==> config.mk <==
export PLATFORM = sky130hd
export DESIGN_NAME = axi_lite_mgr_seq
export DESIGN_NICKNAME = d
export VERILOG_FILES = /design/src/rtl/axi_lite_mgr_seq.sv
export SDC_FILE = /design/constraint.sdc
export NUM_CORES = 1
export LEC_CHECK = 0
export CAP_MARGIN = 20
export CORE_UTILIZATION = 30
export CTS_CLUSTER_DIAMETER = 200
export CTS_CLUSTER_SIZE = 10
export DETAILED_ROUTE_END_ITERATION = 16
export GPL_TIMING_DRIVEN = 0
export HOLD_SLACK_MARGIN = 0.02
export PLACE_DENSITY = 0.63
export RECOVER_POWER = 50
export SYNTH_ARGS = -nofsm -noshare
export SYNTH_HDL_FRONTEND = slang
export SYNTH_SLANG_ARGS = --single-unit
==> constraint.sdc <==
create_clock -name clk -period 6.64 [get_ports clk]
set_clock_uncertainty 0.15 [all_clocks]
set_input_delay 1.328 -clock clk [delete_from_list [all_inputs] [get_ports clk]]
set_output_delay 1.328 -clock clk [all_outputs]
set_load 0.02 [all_outputs]
==> src/rtl/axi_lite_mgr_seq.sv <==
// Single-outstanding AXI-Lite manager: one read or write in flight, one-cycle
// response pulse, and a watchdog that aborts transactions the subordinate stalls.
module axi_lite_mgr_seq #(
    parameter int  ADDRESS_WIDTH = 32,
    parameter int  DATA_WIDTH    = 32,
    parameter int  TIMEOUT       = 1024,
    localparam int STRB_WIDTH    = DATA_WIDTH / 8
) (
    input  logic                     clk,
    input  logic                     ARESET,
    input  logic                     cmd_valid,
    output logic                     cmd_ready,
    input  logic                     cmd_write,
    input  logic [ADDRESS_WIDTH-1:0] cmd_addr,
    input  logic [DATA_WIDTH-1:0]    cmd_wdata,
    input  logic [STRB_WIDTH-1:0]    cmd_wstrb,
    output logic                     rsp_valid,
    output logic [DATA_WIDTH-1:0]    rsp_rdata,
    output logic [1:0]               rsp_resp,
    output logic                     rsp_timeout,
    output logic                     AWVALID,
    input  logic                     AWREADY,
    output logic [ADDRESS_WIDTH-1:0] AWADDR,
    output logic                     WVALID,
    input  logic                     WREADY,
    output logic [DATA_WIDTH-1:0]    WDATA,
    output logic [STRB_WIDTH-1:0]    WSTRB,
    input  logic                     BVALID,
    output logic                     BREADY,
    input  logic [1:0]               BRESP,
    output logic                     ARVALID,
    input  logic                     ARREADY,
    output logic [ADDRESS_WIDTH-1:0] ARADDR,
    input  logic                     RVALID,
    output logic                     RREADY,
    input  logic [DATA_WIDTH-1:0]    RDATA,
    input  logic [1:0]               RRESP
);

    localparam logic [1:0]  RESP_OKAY   = 2'b00;
    localparam logic [1:0]  RESP_SLVERR = 2'b10;
    localparam logic [31:0] CNT_LAST    = 32'(TIMEOUT - 1);

    typedef enum logic [2:0] {
        S_IDLE, S_WR_REQ, S_WR_RESP, S_RD_REQ, S_RD_RESP, S_DONE
    } state_t;

    state_t                   r_state;
    state_t                   w_next_state;
    logic                     w_timeout;
    logic                     w_accept;
    logic                     w_busy;
    logic                     w_expire;
    logic                     w_aw_hs;
    logic                     w_w_hs;
    logic                     w_ar_hs;
    logic                     w_wr_req_done;
    logic [31:0]              r_cnt;
    logic                     r_awvalid;
    logic                     r_wvalid;
    logic                     r_arvalid;
    logic [ADDRESS_WIDTH-1:0] r_addr;
    logic [DATA_WIDTH-1:0]    r_wdata;
    logic [STRB_WIDTH-1:0]    r_wstrb;
    logic                     r_rsp_valid;
    logic [DATA_WIDTH-1:0]    r_rsp_rdata;
    logic [1:0]               r_rsp_resp;
    logic                     r_rsp_timeout;

    assign w_accept = cmd_valid & cmd_ready;
    assign w_busy   = (r_state == S_WR_REQ) || (r_state == S_WR_RESP) ||
                      (r_state == S_RD_REQ) || (r_state == S_RD_RESP);
    // Expiry is flagged in the last cycle so the abort pulse lands at TIMEOUT+1.
    assign w_expire = (TIMEOUT != 0) && (r_cnt == CNT_LAST);
    assign w_aw_hs  = r_awvalid & AWREADY;
    assign w_w_hs   = r_wvalid & WREADY;
    assign w_ar_hs  = r_arvalid & ARREADY;
    assign w_wr_req_done = (w_aw_hs | ~r_awvalid) & (w_w_hs | ~r_wvalid);

    always_ff @(posedge clk or posedge ARESET) begin
        if (ARESET) begin
            r_state <= S_IDLE;
        end else begin
            r_state <= w_next_state;
        end
    end

    always_comb begin
        w_next_state = r_state;
        w_timeout    = 1'b0;
        case (r_state)
            S_IDLE: begin
                if (cmd_valid) begin
                    w_next_state = cmd_write ? S_WR_REQ : S_RD_REQ;
                end
            end
            S_WR_REQ: begin
                if (w_wr_req_done) begin
                    w_next_state = S_WR_RESP;
                end else if (w_expire) begin
                    w_next_state = S_DONE;
                    w_timeout    = 1'b1;
                end
            end
            S_WR_RESP: begin
                if (BVALID) begin
                    w_next_state = S_DONE;
                end else if (w_expire) begin
                    w_next_state = S_DONE;
                    w_timeout    = 1'b1;
                end
            end
            S_RD_REQ: begin
                if (w_ar_hs) begin
                    w_next_state = S_RD_RESP;
                end else if (w_expire) begin
                    w_next_state = S_DONE;
                    w_timeout    = 1'b1;
                end
            end
            S_RD_RESP: begin
                if (RVALID) begin
                    w_next_state = S_DONE;
                end else if (w_expire) begin
                    w_next_state = S_DONE;
                    w_timeout    = 1'b1;
                end
            end
            S_DONE:  w_next_state = S_IDLE;
            default: w_next_state = S_IDLE;
        endcase
    end

    always_comb begin
        cmd_ready = (r_state == S_IDLE);
        BREADY    = (r_state == S_WR_RESP);
        RREADY    = (r_state == S_RD_RESP);
    end

    always_ff @(posedge clk or posedge ARESET) begin
        if (ARESET) begin
            r_cnt <= '0;
        end else if (w_accept) begin
            r_cnt <= '0;
        end else if (w_busy && (r_cnt != '1)) begin
            r_cnt <= r_cnt + 32'd1;
        end
    end

    // Each VALID falls on its own handshake; a timeout drops them all together.
    always_ff @(posedge clk or posedge ARESET) begin
        if (ARESET) begin
            r_awvalid <= 1'b0;
            r_wvalid  <= 1'b0;
            r_arvalid <= 1'b0;
            r_addr    <= '0;
            r_wdata   <= '0;
            r_wstrb   <= '0;
        end else if (w_accept) begin
            r_addr    <= cmd_addr;
            r_wdata   <= cmd_wdata;
            r_wstrb   <= cmd_wstrb;
            r_awvalid <= cmd_write;
            r_wvalid  <= cmd_write;
            r_arvalid <= ~cmd_write;
        end else if (w_timeout) begin
            r_awvalid <= 1'b0;
            r_wvalid  <= 1'b0;
            r_arvalid <= 1'b0;
        end else begin
            if (w_aw_hs) r_awvalid <= 1'b0;
            if (w_w_hs)  r_wvalid  <= 1'b0;
            if (w_ar_hs) r_arvalid <= 1'b0;
        end
    end

    always_ff @(posedge clk or posedge ARESET) begin
        if (ARESET) begin
            r_rsp_valid   <= 1'b0;
            r_rsp_rdata   <= '0;
            r_rsp_resp    <= RESP_OKAY;
            r_rsp_timeout <= 1'b0;
        end else begin
            r_rsp_valid <= (w_next_state == S_DONE);
            if (w_timeout) begin
                r_rsp_rdata   <= '0;
                r_rsp_resp    <= RESP_SLVERR;
                r_rsp_timeout <= 1'b1;
            end else if ((r_state == S_WR_RESP) && BVALID) begin
                r_rsp_rdata   <= '0;
                r_rsp_resp    <= BRESP;
                r_rsp_timeout <= 1'b0;
            end else if ((r_state == S_RD_RESP) && RVALID) begin
                r_rsp_rdata   <= RDATA;
                r_rsp_resp    <= RRESP;
                r_rsp_timeout <= 1'b0;
            end
        end
    end

    assign AWVALID     = r_awvalid;
    assign AWADDR      = r_addr;
    assign WVALID      = r_wvalid;
    assign WDATA       = r_wdata;
    assign WSTRB       = r_wstrb;
    assign ARVALID     = r_arvalid;
    assign ARADDR      = r_addr;
    assign rsp_valid   = r_rsp_valid;
    assign rsp_rdata   = r_rsp_rdata;
    assign rsp_resp    = r_rsp_resp;
    assign rsp_timeout = r_rsp_timeout;

endmodule
==> Word level (Yosys, flattened, before mapping) <==
Index checks and enable logic that the tools add are counted.
{ "classes": {"muxes": 34, "bitwise": 10, "magnitude_cmp": 0, "n_addsub": 1, "n_eq_ne": 7, "n_div": 0, "reduce_logical": 12, "mul": 0, "n_shift": 0} }
{ "ops": {"columns": ["op", "n"], "rows": [
  ["two-way mux 32 bit", 5],
  ["adder 32 x 1 -> 32 bit (second input constant)", 1],
  ["== test 32 x 10 -> 1 bit (second input constant)", 1],
  ["!= test 32 bit (second input constant)", 1],
  ["two-way mux 3 bit", 6],
  ["two-way mux 1 bit", 17],
  ["one-hot mux 3 bit (5 select lines)", 1],
  ["nonzero test 3 bit", 4],
  ["two-way mux 2 bit", 4],
  ["== test 3 x 2 -> 1 bit (second input constant)", 2],
  ["== test 3 bit (second input constant)", 2],
  ["bitwise AND 1 bit", 5],
  ["one-hot mux 1 bit (4 select lines)", 1],
  ["== test 3 x 1 -> 1 bit (second input constant)", 1],
  ["logical AND 1 bit", 3],
  ["logical NOT 3 bit", 1],
  ["logical OR 1 bit", 3],
  ["NOT 1 bit", 3],
  ["bitwise OR 1 bit", 2],
  ["nonzero test 2 bit", 1]
]} }
{ "word_totals": {"mem_bits_rw": 0, "latch_bits": 0, "reg_bits": 142, "n_memories": 0, "romBits": 0} }

==> Logic depth before layout (Yosys ltp) <==
{ "depth": {"word_depth": 7, "mapped_depth": 8, "depth_no_buf": 6} }

==> Worst setup path before layout <==
OpenSTA, ideal clock, no wires.
{ "synth_timing": {"kind": "input to register", "startpoint": "in RVALID", "endpoint": "reg r_rsp_rdata[0], in the netlist rsp_rdata[0]", "arrival_time_ps": 2968, "path_stages": 6, "setup_ps": 124, "setup_slack_ps": 3399, "cell_sequence": "or4b_2 -> o41a_1 -> a2111oi_4 -> a21o_1 -> buf_2 -> a21oi_1"} }
{ "synth_between": {"elab_chain_len": 3, "word_cells_on_any_way": 5, "classes_between": "3 x mux; 2 x reduce/logical"} }
{ "synth_rtl": {"columns": ["element", "line_no", "source"], "rows": [
  ["start, declared", "34", "input logic RVALID,"],
  ["two-way mux 1 bit", "122", "if (RVALID) begin"],
  ["one-hot mux 1 bit (4 select lines)", "91", "case (r_state)"],
  ["nonzero test 3 bit (no source line) / two-way mux 32 bit (equally long branches)", null, null],
  ["end signal, assigned", "180", "r_rsp_rdata <= '0;"],
  ["end signal, assigned", "186", "r_rsp_rdata <= '0;"],
  ["end signal, assigned", "190", "r_rsp_rdata <= '0;"],
  ["end, declared", "66", "logic [DATA_WIDTH-1:0] r_rsp_rdata;"]
]} }
Parallel ways exist; a longest one is shown, timed or not.
A chain may end at the register's enable or synchronous reset.

==> Worst setup path in the final report <==
{ "layout_timing": {"startpoint": "reg r_state[1]", "endpoint": "out BREADY"} }
{ "layout_between": {"elab_chain_len": 1} }
{ "layout_rtl": {"columns": ["element", "line_no", "source"], "rows": [
  ["start, declared", "48", "state_t r_state;"],
  ["start signal, assigned", "84", "r_state <= w_next_state;"],
  ["== test 3 x 2 -> 1 bit", "136", "BREADY = (r_state == S_WR_RESP);"],
  ["end, declared", "29", "output logic BREADY,"]
]} }
Every way passes these cells.

==> results.yml <==
setup_path:
  regToRegStartpoint: "r_state[2]$_DFF_PP0_"
  cp.required_ps: 5160
  reg2regPathDepth: 6
  worstSetupStartpointType: "register"
  worst_r2r_endpoint: "r_cnt[13]$_DFFE_PP0P_"
  worstSetupPathType: "register to output port"
  arrival_ps: 2530
  worst_setup_path_end_kind: "output port"
  reg2reg_setup_slack_ps: 3350
  path_max_fanout: 10
clock_tree:
  cts_hold_repair.buffers: 0
  cts.clk_slew.worst_paths_ps: 60
  cts.path.max_buffers: 2
  cts_tree: "built"
  post_cts_resize_count: 0
  cts.root.buffer_cell: "clkbuf_16"
  cts.sinks: 142
  numCtsBuffers: 17
  later_pin_clock_latency_in_the_skew_report_ps: 420
  number_of_h_tree_levels: 4
  postCtsSetupBuffers: 0
detailed_routing:
  detail_route.wirelength_mm: 20.5
  dr_total_vias: 6195
  post_route_drc: 0
  drt_via_density: 4.72
  detailed_routing_iterations_pass_1: 7
  route.antenna.remaining_nets: 0
  routedWlPerCell_um: 15.6
  drtIter0Drc: 302
die:
  vert_die_dim_um: 150
  floorplan.core_area_mm2: 0.0212
  floorplan.initialDensity_pct: 30.9
  die_width_um: 150
  io_pins: 255
  die-area_mm2: 0.0224
  rows: 53
synth:
  average_size_of_a_mapped_cell_um2: 8.74
  netlist_area_mm2: 0.00655
  seq_area_frac_synth_pct: 54.2
  yosys_register_bits: 142
  postSynth.topFlopCell: "dfrtp_1"
  synth_async_reset_ratio_pct: 100
  count_of_flip_flops_with_a_built_in_enable_after_synthesis: 0
  ys_types: 47
  syn_nets: 864
  postSynthCellCount: 750
  synth_warnings: 0
placement:
  placed_cell_area_mm2: 0.00947
  dp.final_hpwl_mm: 15.3
  port_buffers: 254
  gpl_wtd_cong: 0.832
  pre_cts_ws_ps: 2610
sta:
  layout_worst_path_cycle_share_pct: 60.3
  worstMarginPinSlew_ps: 2420
  holdWs_ps: 321
  period_needed_ps: 4000
  max_freq_mhz: 250
  hold_viol_final: 0
  fin_setup_tns_ps: 0
  slew_headroom_pct: -62.1
  grt_setup_unrepaired: "false"
  setup_violations: 0
  slew_violations: 52
  setup_ws_ps: 2640
grt:
  grt_start_max_net_pins: 92
  first_global_vias: 5869
  grt_pass1_wl_mm: 31.5
  gr-total-overflow: 0
  global_route_usage_over_all_layers_pct: 18.2
  initial_antenna_violation_count: 0
hold_path:
  worst_hold_path.num_cells: 2
  hold_wc_path_type: "register to register"
  worstHoldEndpoint: "WDATA[26]$_DFFE_PP0P_"
  min-delay-start: "WDATA[26]$_DFFE_PP0P_"
finish:
  layout_common_cells: "293 x nand2_1, 192 x clkdlybuf4s50_1, 142 x dfrtp_1"
  syn_to_final_growth_pct: 53.5
  fin_nets: 1138
  finalInstanceArea_mm2: 0.0101
  share_of_cells_above_drive_strength_1_pct: 7.52
  nFillCells: 2087
  diodes: 0
  layout.cells.most_common: "nand2_1"
outcome:
  failed_checks: "capacitance limit, slew limit"
  result_of_the_run: "complete, but fails checks"
power:
  total_leakage_power_uw: 0.00453
  max-vdd-ir-drop_v: 0.000200
  pwr_density_cell_mw_per_mm2: 460
  finalPower_uw: 4620
flow_run:
  maxCapViolCount: 1
[layout make-up]
cell class / count / area (µm²) / area share [%]
Sequential cell: 142 / 3550 / 35.3
Timing Repair Buffer: 255 / 2570 / 25.6
Multi-Input combinational cell: 526 / 2560 / 25.5
Clock buffer: 17 / 425 / 4.23
Buffer: 73 / 400 / 3.98
Tap cell: 275 / 344 / 3.42
Clock inverter: 15 / 166 / 1.65
Inverter: 9 / 35.0 / 0.348
[cells in the mapped netlist, types with 2 or more instances]
cell      number  area, µm²
or4_1         16        120
o31ai_1       20        150
or2_2          2       12.5
and4_1         2       17.5
buf_2          7       35.0
nand2b_1       4       25.0
o21ai_0       13       65.1
nor2_1        14       52.6
nor3_1         3       15.0
nor3b_1        3       22.5
nand3_1       16       80.1
xnor2_1        3       26.3
a31oi_1        2       12.5
a21o_1         2       15.0
xor2_1         2       17.5
and2_1         4       25.0
inv_1          9       33.8
nor4_1        12       75.1
a21oi_1       58        290
dfrtp_1      142       3550
o21a_1         2       15.0
clkbuf_1      33        124
nand4_1       16        100
and3_1         5       31.3
buf_4         32        240
nand2_1      293       1100
o211ai_1       3       22.5
or3_1         13       81.3
[worst max path at each step]
stage / start / to / slack (ps) / cells after the start
floorplan: ARESET / ARADDR[0]$_DFFE_PP0P_ / 1350 / 1
global placement: ARESET / WDATA[2]$_DFFE_PP0P_ / -990 / 2
detailed placement: RVALID / rsp_rdata[4]$_DFFE_PP0P_ / 2610 / 7
CTS: r_state[1]$_DFF_PP0_ / BREADY / 2620 / 3
global route: r_state[1]$_DFF_PP0_ / BREADY / 2450 / 3
finish: r_state[1]$_DFF_PP0_ / BREADY / 2640 / 3
[per-layer routing]
| layer | wire length [µm] | track usage, % |
|---|---|---|
| met3 | 1270 | 3.87 |
| met5 | 0 | 0 |
| met4 | 350 | 6.26 |
| met1 | 9060 | 23.4 |
| met2 | 9770 | 30.2 |
[logic make-up after synthesis]
group	Yosys count	synth area share, %
muxes	1	0.153
adders and majority gates	1	0.191
xor gates and xnor gates	5	0.668
buffers and inverters	82	6.66
and+or+nand+nor	411	28.0
AOI/OAI and AO/OA	108	10.1
DFF	142	54.2
[flip-flops by register name, summed over array words and instances (netlist names)]
name         cells
ARADDR          32
WDATA           32
r_cnt           32
rsp_rdata       32
WSTRB            4
r_state          3
rsp_resp         2
ARVALID          1
AWVALID          1
WVALID           1
rsp_timeout      1
rsp_valid        1
[critical path: stages, from the launching register on]
cell	delay, ps
dfrtp_1	440
clkbuf_1	360
nor3b_1	550
clkdlybuf4s50_1	760
[metrics by stage]
stage | std cells | util, %
after floorplan | 750 | -
after detailed placement | 1280 | 44.6
after global routing | 1312 | 47.4
after global placement | 1279 | 44.5
after CTS | 1312 | 47.4
final | 1312 | 47.4
[where the power goes]
part	switching [µW]	internal, µW	leakage [µW]	total, µW
clock	425	537	0.000288	962
sequential	210	1200	0.00185	1410
combinational	1240	1010	0.00239	2250
total	1880	2740	0.00453	4620
No activity file was read; power rests on OpenSTA's default activity.
